**src/rtl/wb_port_arbiter.sv**
```systemverilog
// Writeback stage: decodes the MEM/WB latch and shares the register-file write
// port with a host write channel. A bounded-starvation arbiter sits in front of the port.
module wb_port_arbiter #(
   parameter int unsigned STARVE_LIMIT = 4,
   parameter int unsigned STATUS_REG   = 30,
   parameter int unsigned LINK_REG     = 31
) (
   input  logic        clock,
   input  logic        reset,
   input  logic [31:0] ir_in,
   input  logic [31:0] o_in,
   input  logic [31:0] d_in,
   input  logic        isRStatus_in,
   input  logic [31:0] rStatus_in,
   input  logic        valid_in,
   output logic        stall_out,
   input  logic        host_req,
   input  logic [4:0]  host_reg,
   input  logic [31:0] host_data,
   output logic        host_ack,
   output logic        ctrl_writeEnable,
   output logic [4:0]  ctrl_writeReg,
   output logic [31:0] data_writeReg
);

   localparam int unsigned CW = $clog2(STARVE_LIMIT + 1);

   localparam logic [4:0] OP_RTYPE = 5'b00000;
   localparam logic [4:0] OP_ADDI  = 5'b00101;
   localparam logic [4:0] OP_LW    = 5'b01000;
   localparam logic [4:0] OP_JAL   = 5'b00011;
   localparam logic [4:0] OP_SETX  = 5'b10101;

   logic [CW-1:0] starve_cnt;
   logic          ack_pending;

   logic [4:0]  op;
   logic [4:0]  rd;
   logic        dec_write;
   logic [4:0]  dec_reg;
   logic [31:0] dec_data;
   logic        pipe_wants;
   logic        host_live;
   logic        starve_max;
   logic        host_wins;

   // Destination/data select; an exception flag overrides the normal destination.
   always_comb begin
      op        = ir_in[31:27];
      rd        = ir_in[26:22];
      dec_write = 1'b0;
      dec_reg   = rd;
      dec_data  = o_in;
      if (isRStatus_in) begin
         dec_write = 1'b1;
         dec_reg   = 5'(STATUS_REG);
         dec_data  = rStatus_in;
      end else begin
         case (op)
            OP_RTYPE, OP_ADDI: dec_write = 1'b1;
            OP_LW: begin
               dec_write = 1'b1;
               dec_data  = d_in;
            end
            OP_JAL: begin
               dec_write = 1'b1;
               dec_reg   = 5'(LINK_REG);
            end
            OP_SETX: begin
               dec_write = 1'b1;
               dec_reg   = 5'(STATUS_REG);
               dec_data  = {5'b0, ir_in[26:0]};
            end
            default: dec_write = 1'b0;
         endcase
      end
   end

   // Writes to r0 are dropped here so they never contend for the port.
   assign pipe_wants = valid_in & dec_write & (dec_reg != 5'd0);
   assign host_live  = host_req & ~ack_pending;
   assign starve_max = (starve_cnt == CW'(STARVE_LIMIT));
   assign host_wins  = host_live & (~pipe_wants | starve_max);
   assign stall_out  = reset & pipe_wants & host_wins;

   always_ff @(posedge clock or negedge reset) begin
      if (!reset) begin
         ctrl_writeEnable <= 1'b0;
         ctrl_writeReg    <= 5'd0;
         data_writeReg    <= 32'd0;
         host_ack         <= 1'b0;
         ack_pending      <= 1'b0;
         starve_cnt       <= '0;
      end else begin
         host_ack    <= host_wins;
         ack_pending <= host_wins;
         if (host_wins) begin
            ctrl_writeEnable <= (host_reg != 5'd0);
            ctrl_writeReg    <= host_reg;
            data_writeReg    <= host_data;
         end else if (pipe_wants) begin
            ctrl_writeEnable <= 1'b1;
            ctrl_writeReg    <= dec_reg;
            data_writeReg    <= dec_data;
         end else begin
            ctrl_writeEnable <= 1'b0;
         end
         // A live host that keeps losing counts up; a grant or an idle host resets it.
         if (host_wins || !host_live) begin
            starve_cnt <= '0;
         end else if (pipe_wants && !starve_max) begin
            starve_cnt <= starve_cnt + CW'(1);
         end
      end
   end

endmodule

```
**config.mk**
```make
export PLATFORM = sky130hd
export DESIGN_NAME = wb_port_arbiter
export DESIGN_NICKNAME = d
export VERILOG_FILES = /design/src/rtl/wb_port_arbiter.sv
export SDC_FILE = /design/constraint.sdc
export NUM_CORES = 1
export LEC_CHECK = 0
export CAP_MARGIN = 20
export CORE_AREA = 2 2 114 83
export DETAILED_ROUTE_END_ITERATION = 16
export DIE_AREA = 0 0 116 85
export PLACE_DENSITY = 0.81
export SYNTH_ARGS = -nofsm -noshare
export SYNTH_HDL_FRONTEND = slang
export SYNTH_SLANG_ARGS = --single-unit
```
**constraint.sdc**
```tcl
create_clock -name clock -period 3.8 [get_ports clock]
set_input_delay 1.14 -clock clock [delete_from_list [all_inputs] [get_ports clock]]
set_output_delay 1.14 -clock clock [all_outputs]
set_load 0.01 [all_outputs]
```
==> metrics.yaml <==
cts:
  tritoncts: "built"
  root_buffer: "clkbuf_16"
  clkSinkCount: 42
  cts_max_path_buffers: 2
  htree_num_levels: 2
  cts_made_buffers: 5
  clock_latency_ns: 0.28
  postCtsHoldBufs: 0
  worst_setup_hold_path_clk_slew_ns: 0.06
yosys:
  post_synth.cell_area_avg_sq_um: 8.30
  synth_largest_area_cell: "dfrtp_1"
  ys_seq_elements: 42
  netlist.area_leader.share_pct: 33.0
  synth_enable_flop_cells: 0
  synth_fp_nets: 556
  synth.lib_cells_used.distinct: 37
  synthArstFlopShare_pct: 100
  synth.top_cells.by_area: "dfrtp_1, mux2i_1, a221oi_1"
  synth.yosys.seq_area_share_pct: 33.0
  synth_most_common_cell: "nand2_1"
  ys.flop_type: "dfrtp_1"
  synth_area_sq_um: 3190
  synth.yosys.warnings: 0
  syn-instance-count: 384
  post_synth_most_frequent_cells: "nand2_1, dfrtp_1, a21oi_1, inv_1"
final_layout:
  n_fill_cell: 768
  finished_cell_area_sq_um: 5740
  p_r_area_growth_vs_syn_pct: 80.2
  antenna-diode-count: 0
  drive_above_1_share_pct: 10.7
  number_of_nets_in_the_finished_design: 771
  final_util_pct: 65.4
drt:
  ant_nets: 0
  drc_errors: 0
  routed_wirelength_um: 12900
  wire_per_inst_um: 17.8
  vias_per_cell: 5.40
  drt_iter0_drc: 152
  drt_pre_antenna_iters: 4
  total_via_count_after_detailed_routing: 3912
worst_setup_path:
  worst_r2r_path_depth: 7
  worst-endpoint-arrival_ns: 2.59
  critical_path.reg2reg.endpoint: "data_writeReg[4]"
  timing.critical_path.to_type: "output port"
  crit_path_class: "in2out"
  timing.reg2reg.setup_slack_ns: 1.80
  critical_path_buf_inv_count: 3
  crit-reg2reg-launch: "starve_cnt[0]"
  critPathMaxStageDelay_ns: 0.47
  critical_path.cell_chain: "clkdlybuf4s50_1 -> inv_2 -> o21ai_4 -> a211oi_4 -> nand2b_4 -> nor2_1 -> and3_1 -> buf_2"
  critical_path.top_delay_family: "buffers and inverters"
  path_max_fanout: 2
  required_ns: 2.66
  cp.depth: 8
  crit_path_end: "stall_out"
  startpoint: "ir_in[22]"
  timing.critical_path.slowest_stage_cell: "clkdlybuf4s50_1"
  setup.worst_path.start_class: "primary input"
grt:
  grt_antenna_before_repair: 0
  grt.met3_usage_pct: 6.36
  gr-usage-all-layers_pct: 25.6
  grt_pass1_wl_um: 20000
  global_route.peak_usage_layer: "met2"
  grt_pass1_vias: 4091
  grt.met1_usage_pct: 30.4
  grt.met2_usage_pct: 46.1
  maximum_number_of_pins_on_one_net_before_global_route_repair: 66
  globalRouteOverflowTotal: 0
power_and_ir_drop:
  total_leakage_power_uw: 0.00252
  irDropWorstVdd_mv: 0.230
  cellPowerDensity_nw_per_um2: 304
worst_hold_path:
  holdCritPathClass: "reg2reg"
run_status:
  run_status: "finished clean"
timing:
  relSlewSlack_pct: 52.8
  final_max_slew_viol_count: 0
  timing.clock.skew_ns: 0.00312
  report.final.hold_viol_count: 0
  period_needed_ns: 3.73
  layout_setup_ws_ns: 0.0724
  final_min_period_over_clock_period_pct: 98.1
  max_freq_mhz: 268
  timing_worst_slew_pin_value_ns: 0.708
  setup-violations-final: 0
placement:
  finalWeightedCongestion: 1.00
  dp_hpwl_um: 9720
  i_o_buffers: 209
  placed_cell_area_sq_um: 5500
  post-place-ws_ns: -0.642
floorplanning:
  fp.dieH_um: 85
  top_level_ports: 210
  fp.dieArea_sq_um: 9860
  initial_core_util_pct: 36.3
  rows: 29
  floorplan.die.width_um: 116
  placeableCoreArea_sq_um: 8780
job:
  maxCapViolCount: 0
[timing repair]
item	in CTS	in global routing
gates resized for setup	25	16
pin swaps	5	5
setup buffers	3	0
endpoints found under the setup margin	1	1
gates cloned	0	0
[power breakdown]
group	internal, uW	switching, uW
clock network	310	179
registers	522	42.8
logic	409	285
[worst min path at each step]
stage,from,end,slack [ns],cells past startpoint
4_1_cts,starve_cnt[0],starve_cnt[0],0.49,1
3_5_place_dp,starve_cnt[0],starve_cnt[0],0.48,1
5_1_grt,starve_cnt[0],starve_cnt[0],0.51,1
3_3_place_gp,starve_cnt[0],starve_cnt[0],0.46,1
2_1_floorplan,starve_cnt[0],starve_cnt[0],0.44,1
6_report,starve_cnt[0],starve_cnt[0],0.49,1
[layout by cell type, fill, tap and decap left out, types with 5 or more instances in the layout]
| cell type | n |
|---|---|
| buf_4 | 31 |
| nor2_1 | 6 |
| o32ai_1 | 5 |
| nor2b_1 | 29 |
| clkbuf_16 | 5 |
| mux2i_1 | 32 |
| nand2_1 | 59 |
| dfrtp_1 | 42 |
| clkdlybuf4s50_1 | 197 |
| a221oi_1 | 32 |
| o221ai_1 | 27 |
| inv_1 | 36 |
| a21oi_1 | 38 |
[logic make-up after synthesis]
| group | synth area share (%) |
|---|---|
| compound gates | 28.0 |
| simple gates | 18.8 |
| buf+inv | 9.42 |
| flops | 33.0 |
| mux | 10.1 |
| fa+ha+maj | 0.785 |
[state kept, by name, indices dropped and copies added (netlist names)]
| register | count |
|---|---|
| ack_pending | 1 |
| data_writeReg | 32 |
| starve_cnt | 3 |
| ctrl_writeEnable | 1 |
| ctrl_writeReg | 5 |
[final cells by class]
type	count	area, sq um	area share [%]
Multi-Input combinational cell	272	1930	33.7
Tap cell	124	155	2.70
Clock inverter	3	45.0	0.784
Clock buffer	5	125	2.18
Inverter	37	139	2.42
Sequential cell	42	1050	18.3
Timing Repair Buffer	241	2290	39.9
[metrics by stage]
step,hold slack [ns],cells,setup TNS (ns),total power [uW]
after global placement,0.458,713,-0.489,1240
final,0.491,724,0,1750
after floorplan,0.443,384,0,836
after detailed placement,0.485,713,-0.642,1260
after global routing,0.507,724,-0.00303,1840
after CTS,0.494,724,0,1760
[layer usage]
metal | part of all wire, % | wire, um
met5 | 0 | 0
met4 | 1.6 | 209
met3 | 8.7 | 1120
met2 | 50 | 6370
met1 | 40 | 5160
Note: power is estimated with default switching activity, not from simulation.
